===== src/rtl/present_round_ctrl_pkg.sv =====
// Shared constants and FSM encoding for the PRESENT-128 round sequencer.
// The round datapath and the key schedule use the same round count and counter width.
package present_round_ctrl_pkg;
  localparam int PRESENT_ROUNDS = 31;
  localparam int PRESENT_RC_W   = 5;

  typedef enum logic [2:0] {
    ST_IDLE  = 3'd0,
    ST_LOAD  = 3'd1,
    ST_ROUND = 3'd2,
    ST_FINAL = 3'd3,
    ST_DONE  = 3'd4
  } state_e;
endpackage


===== src/rtl/present_round_ctr.sv =====
// Round counter: load-to-1, increment, clear, and terminal count at ROUNDS.
module present_round_ctr
  import present_round_ctrl_pkg::*;
#(
  parameter int ROUNDS = PRESENT_ROUNDS,
  parameter int RC_W   = PRESENT_RC_W
) (
  input  logic            clk,
  input  logic            rst,
  input  logic            set_one,
  input  logic            inc,
  input  logic            clr,
  output logic [RC_W-1:0] ctr,
  output logic            tc
);

  always_ff @(posedge clk) begin
    if (rst || clr)   ctr <= '0;
    else if (set_one) ctr <= RC_W'(1);
    else if (inc)     ctr <= ctr + RC_W'(1);
  end

  assign tc = (ctr == RC_W'(ROUNDS));

endmodule


===== src/rtl/present_round_ctrl.sv =====
// Sequencer for the iterative PRESENT-128 datapath: load, ROUNDS rounds, final key add,
// then hold the ciphertext valid until acknowledged.
module present_round_ctrl
  import present_round_ctrl_pkg::*;
#(
  parameter int ROUNDS = PRESENT_ROUNDS,
  parameter int RC_W   = PRESENT_RC_W,
  parameter int CNT_W  = 16
) (
  input  logic             sig_mstr_clk,
  input  logic             sig_in_rst,
  input  logic             sig_in_load,
  input  logic             sig_in_ack,
  output logic             sig_out_ready,
  output logic             sig_out_sel_load,
  output logic             sig_out_round_en,
  output logic [RC_W-1:0]  sig_out_round_ctr,
  output logic             sig_out_final,
  output logic             sig_out_valid,
  output logic [CNT_W-1:0] sig_out_blk_cnt
);

  state_e state;
  logic   tc;
  logic   legal;

  assign legal = state inside {ST_IDLE, ST_LOAD, ST_ROUND, ST_FINAL, ST_DONE};

  // The counter is cleared leaving FINAL and whenever the state register is corrupt.
  present_round_ctr #(.ROUNDS(ROUNDS), .RC_W(RC_W)) u_ctr (
    .clk     (sig_mstr_clk),
    .rst     (sig_in_rst),
    .set_one (state == ST_IDLE && sig_in_load),
    .inc     (state == ST_ROUND && !tc),
    .clr     (state == ST_FINAL || !legal),
    .ctr     (sig_out_round_ctr),
    .tc      (tc)
  );

  // Outputs are registered alongside the state so each one tracks the state it decodes.
  always_ff @(posedge sig_mstr_clk) begin
    if (sig_in_rst) begin
      state            <= ST_IDLE;
      sig_out_ready    <= 1'b1;
      sig_out_sel_load <= 1'b0;
      sig_out_round_en <= 1'b0;
      sig_out_final    <= 1'b0;
      sig_out_valid    <= 1'b0;
      sig_out_blk_cnt  <= '0;
    end else begin
      case (state)
        ST_IDLE: if (sig_in_load) begin
          state            <= ST_LOAD;
          sig_out_ready    <= 1'b0;
          sig_out_sel_load <= 1'b1;
        end
        ST_LOAD: begin
          state            <= ST_ROUND;
          sig_out_sel_load <= 1'b0;
          sig_out_round_en <= 1'b1;
        end
        ST_ROUND: if (tc) begin
          state            <= ST_FINAL;
          sig_out_round_en <= 1'b0;
          sig_out_final    <= 1'b1;
        end
        ST_FINAL: begin
          state         <= ST_DONE;
          sig_out_final <= 1'b0;
          sig_out_valid <= 1'b1;
        end
        ST_DONE: if (sig_in_ack) begin
          state           <= ST_IDLE;
          sig_out_valid   <= 1'b0;
          sig_out_ready   <= 1'b1;
          sig_out_blk_cnt <= sig_out_blk_cnt + CNT_W'(1);
        end
        default: begin
          state            <= ST_IDLE;
          sig_out_ready    <= 1'b1;
          sig_out_sel_load <= 1'b0;
          sig_out_round_en <= 1'b0;
          sig_out_final    <= 1'b0;
          sig_out_valid    <= 1'b0;
        end
      endcase
    end
  end

endmodule

===== config.mk =====
export PLATFORM = sky130hd
export DESIGN_NAME = present_round_ctrl
export DESIGN_NICKNAME = d
export VERILOG_FILES = /design/src/rtl/present_round_ctrl_pkg.sv /design/src/rtl/present_round_ctr.sv /design/src/rtl/present_round_ctrl.sv
export SDC_FILE = /design/constraint.sdc
export NUM_CORES = 1
export LEC_CHECK = 0
export CAP_MARGIN = 30
export CELL_PAD_IN_SITES_DETAIL_PLACEMENT = 1
export CELL_PAD_IN_SITES_GLOBAL_PLACEMENT = 2
export CORE_UTILIZATION = 32
export CTS_CLUSTER_SIZE = 12
export DETAILED_ROUTE_END_ITERATION = 8
export PLACE_DENSITY = 0.84
export REMOVE_ABC_BUFFERS = 1
export SKIP_CTS_REPAIR_TIMING = 1
export SYNTH_ARGS = -nofsm -noshare
export SYNTH_HDL_FRONTEND = slang
export SYNTH_SLANG_ARGS = --single-unit

===== constraint.sdc =====
create_clock -name sig_mstr_clk -period 4.35 [get_ports sig_mstr_clk]
set_input_delay 0.87 -clock sig_mstr_clk [delete_from_list [all_inputs] [get_ports sig_mstr_clk]]
set_output_delay 0.87 -clock sig_mstr_clk [all_outputs]
set_load 0.05 [all_outputs]

Word level (Yosys, flattened, before mapping)

Cells that the tools add are included.
W data, S select, Z words.

Register bits: 29
Latch bits: 0
Memory bits (writable): 0
Memory bits (read-only): 0
Input port bits: 4
Output and inout port bits: 26
Logic and storage cells: 63
Memories: 0

Add/subtract/negate cells: 2
Multiply operators: 0
Divide/modulo/power cells: 0
Order comparisons: 0
Equality and inequality tests: 8
Shifts and indexed selects: 0
Mux-type cells: 17
Bitwise gates (word level): 5
Reductions and logical operators: 22

Operators with widths:

| kind                    | number |
|---|---|
| $add A16 B1 Y16 const B | 1 |
| $pmux W3 S5             | 1 |
| $reduce_or A3 Y1        | 5 |
| $reduce_and A2 Y1       | 5 |
| $mux W3                 | 3 |
| $pmux W1 S3             | 3 |
| $mux W1                 | 8 |
| $eq A3 B2 Y1 const B    | 2 |
| $ne A2 B2 Y1 const B    | 3 |
| $reduce_and A3 Y1       | 2 |
| $add A5 B1 Y5 const B   | 1 |
| $eq A5 B5 Y1 const B    | 1 |
| $not A1 Y1              | 5 |
| $reduce_bool A5 Y1      | 1 |
| $pmux W1 S2             | 2 |
| $eq A3 B1 Y1 const B    | 1 |
| $eq A3 B3 Y1 const B    | 1 |
| $logic_not A3 Y1        | 1 |
| $logic_and A1 B1 Y1     | 2 |
| $logic_not A1 Y1        | 2 |
| $logic_or A1 B1 Y1      | 2 |
| $reduce_bool A2 Y1      | 1 |
| $reduce_or A2 Y1        | 1 |

Longest topological paths before layout

Depth in word-level cells: 6
Gate-level depth with buffers: 7

By module

From an unflattened synthesis, not the netlist that was laid out.

Cells, all modules: 149
Area, all modules: 1,395.1 µm²

By module, submodules not included:

| module             | times used | cells an instance | area an instance (µm²) | sequential area each (µm²) |
|---|---|---|---|---|
| present_round_ctrl | 1          | 125               | 1,138.6                | 480.5 |
| present_round_ctr  | 1          | 24                | 256.5                  | 100.1 |

Least setup slack after synthesis

No wires, ideal clock.

Path type: flip-flop to flip-flop
From: reg u_ctr.ctr[0]
To: reg u_ctr.ctr[3]
Library setup time: 0.065 ns
Data arrival time: 2.009 ns
Required time: 4.285 ns
Path slack: 2.276 ns
Cell stages (with the launch flop): 8
Clock period less this slack: 2.074 ns
Cells stage by stage: dfxtp_1 ha_1 and3_1 ha_1 nor4b_2 nand4_1 xor2_1 nor2_1

Cells in the longest elaborated chain, start to end: 3
Elaborated cells on any way between the ends: 4
Classes of those cells: add/sub: 1; eq/ne: 1; reduce/logical: 2

RTL lines:

| element                                                               | line                    | source |
|---|---|---|
| start, declared                                                       | present_round_ctr.sv:13 | `output logic [RC_W-1:0] ctr,` |
| start signal, assigned                                                | present_round_ctr.sv:20 | `else if (inc) ctr <= ctr + RC_W'(1);` |
| parallel branches: the longest is 3 deep, another holds $add A5 B1 Y5 | n/a                     |  |

Parallel ways; which one is timed is not known.
A chain may end at the register's enable or synchronous reset.

Worst setup path after layout

From: reg sig_out_blk_cnt[3]
To: out sig_out_blk_cnt[3]

RTL lines:

| element                | line                     | source |
|---|---|---|
| start, declared        | present_round_ctrl.sv:20 | `output logic [CNT_W-1:0] sig_out_blk_cnt` |
| start signal, assigned | present_round_ctrl.sv:76 | `sig_out_blk_cnt <= sig_out_blk_cnt + CNT_W'(1);` |

No word-level cell between the ends.

==> out/metrics.yaml <==
drt:
  drt_wl_total_um: 3390
  routedWlPerCell_um: 14.1
  dr.pass1.iters: 4
  drtIter0Drc: 45
  via_per_inst: 5.17
  via_count: 1241
  ant_nets: 0
  drc: 0
power:
  p_sw_w: 0.000157
  switching_share: 0.268
  ir_drop_uv: 179
  power_frac_clock: 0.385
  comb_power_share: 0.126
  leakage_nw: 0.632
  internal_power_w: 0.000429
  power_frac_seq: 0.490
  power_density_mw_per_mm2: 323
yosys:
  synth_area_leader_cell: "dfxtp_1"
  synthCells: 161
  netlist_area_mm2: 0.00141
  ys_warn_count: 0
  synth_cell_types: 35
  synth_top_area_share: 0.412
  synth_area_leaders: "dfxtp_1 41%, nor2_1 5.9%, a21oi_1 4.6%"
  seq_area_frac_synth: 0.412
  ys_seq_elements: 29
  syn-mean-instance-area_um2: 8.76
cells_and_area:
  register_area_um2: 581
  drive_above_1_share: 0.0789
  area_growth_pct: 28.7
  multi_input_area_um2: 773
  diodes: 0
  fillCellCount: 487
  nNetsFinal: 197
die:
  io-pin-count: 30
  die_h_um: 68.4
  start_util: 0.343
  dieWidth_um: 68.4
  dieArea_mm2: 0.00468
  design.core.area_mm2: 0.00412
  rows: 23
timing:
  rsz0062_at_grt: "no"
  hold_violations: 0
  fin_ws_ns: 1.92
  setup_tns_ns: 0
  setup_viol_count_final: 0
  maxSlewViolCount: 0
  timing.fmax_mhz: 411
  min_period_ns: 2.43
  fin_skew_ns: 0.00465
  finalCritPeriodShare: 0.559
  slew_headroom: 0.485
  tightest_slew_ns: 0.769
clocking:
  cts_tree: "built"
  cts_max_level: 2
  clk_latency_ns: 0.28
  cts.path.max_buffers: 2
  cts_buffers: 5
  clk_pin_slew_ns: 0.06
  cts_sinks: 29
  cts-root-buf: "clkbuf_8"
critical_path:
  cp_num_cells: 1
  critPathSlowestCell: "clkdlybuf4s50_1"
  r2r_slack_ns: 2.29
  crit_path_cell_trace: "clkdlybuf4s50_1"
  crit_required_ns: 3.48
  critPathMaxFanout: 7
  arrival_ns: 1.56
  reg2reg_depth: 7
  critical_path_class: "flip-flop to output pin"
  slowest_delay_ns: 0.84
  critPathCaptureType: "output pin"
  critical-path-top-delay-family: "buffers and inverters"
  path_buf_inv: 1
  start_kind: "flip-flop"
flow_run:
  cap_violations: 0
outcome:
  status: "completed"
worst_hold_path:
  hold_path_depth: 2
  worst_hold_path_type: "flip-flop to flip-flop"
global_route:
  met3_usage: 0.0417
  grt_most_used_layer: "met2"
  antenna_found_initial: 0
  grtUsageMet1: 0.205
  grt_pass1_wl_um: 5680
  grt_use_met2: 0.256
  grt_max_degree: 21
  gr-total-overflow: 0
  track_usage: 0.164
  first_global_vias: 1251
place:
  dp_slack_ns: 1.62
  gp_congestion: 0.782
  port_buffers: 29
  dp_hpwl_um: 2420
==> registers in the layout (all words and copies together), names as in the netlist <==
name / count
sig_out_final: 1
sig_out_sel_load: 1
state: 3
sig_out_blk_cnt: 16
sig_out_round_en: 1
sig_out_ready: 1
sig_out_valid: 1
u_ctr.ctr: 5
==> cell usage after synthesis (all sizes together) <==
cell type and instances:
nand4bb 1, and3 1, nand2 12, nand2b 3
ha 3, o21bai 1, and2 2, mux2i 2
dfxtp 29, buf 2, xnor2 6, a2bb2oi 2
nor4 3, or4 2, xor2 7, o21ai 4
a21oi 13, and4bb 1, nor4b 1, clkbuf 6
o31ai 2, nor2 22, nand3 7, nor3 7
and4 1, o41ai 1, nor2b 5, o21ba 1
inv 4, nand3b 2, nand4 5, mux2 3
==> power groups by stage <==
stage          Clock [W]  Sequential, W  Combinational [W]
3_3_place_gp           0       0.000292          0.0000715
5_1_grt         0.000245       0.000289          0.0000791
6_report        0.000226       0.000287          0.0000738
2_1_floorplan          0       0.000309          0.0000298
3_5_place_dp           0       0.000293          0.0000739
4_1_cts         0.000233       0.000287          0.0000742
==> per-stage QoR <==
stage               hold slack, ns   util  cells  total power (W)  instance area, µm²
detailed placement           0.472  0.420    233         0.000367                1730
CTS                          0.486  0.441    240         0.000595                1820
global route                 0.511  0.441    240         0.000613                1820
global placement             0.456  0.420    233         0.000364                1730
finish                       0.484  0.441    240         0.000587                1820
floorplan                    0.602      -    153         0.000339                1370
==> path summary, 6_finish.rpt <==
check | startpoint | end
min | sig_out_final$_SDFFE_PP0P_ | sig_out_final$_SDFFE_PP0P_
min reg2reg | sig_out_final$_SDFFE_PP0P_ | sig_out_final$_SDFFE_PP0P_
max reg2reg | u_ctr.ctr[0]$_SDFFE_PP0P_ | u_ctr.ctr[3]$_SDFFE_PP0P_
max | sig_out_blk_cnt[3]$_SDFFE_PP0P_ | sig_out_blk_cnt[3]
==> per-layer routing <==
metal | vias to the layer above | share of wire
met5 | - | 0
met4 | 0 | 0.016
met3 | 5 | 0.039
met2 | 23 | 0.44
met1 | 598 | 0.50
li1 | 615 | -
==> tightest hold or removal path: stages, from the launching register on <==
cell and delay [ns]:
dfxtp_1 0.31, o21ai_0 0.07, a21oi_1 0.06
==> cell type report <==
class / count / area share
multi-input cells: 120 / 0.426
inverters: 4 / 0.00827
repair buffers: 30 / 0.164
well taps: 50 / 0.0345
clock buffers: 7 / 0.0476
flip-flops and latches: 29 / 0.320
==> layout by cell type, fill, tap and decap left out, drive strengths merged, types with 4 or more instances in the layout <==
| master | synthesis | layout |
|---|---|---|
| clkdlybuf4s50 | 0 | 29 |
| dfxtp | 29 | 29 |
| nor2 | 22 | 22 |
| a21oi | 13 | 13 |
| nand2 | 12 | 12 |
| nand3 | 7 | 7 |
| xor2 | 7 | 7 |
| nor3 | 7 | 7 |
| clkbuf | 6 | 7 |
| xnor2 | 6 | 6 |
| nor2b | 5 | 5 |
| nand4 | 5 | 5 |
| o21ai | 4 | 4 |
| inv | 4 | 4 |
==> cell families (layout without fill, tap and decap cells) <==
family	Yosys count	count (layout)	share of synthesized area
AO/OA/AOI/OAI	24	24	0.102
buffers and inverters	12	41	0.0399
multiplexers	5	5	0.0382
flip-flops	29	29	0.412
adder cells (fa/ha/maj)	3	3	0.0266
AND/OR/NAND/NOR	75	75	0.301
XOR/XNOR	13	13	0.0807
(Power assumes the default switching activity.)
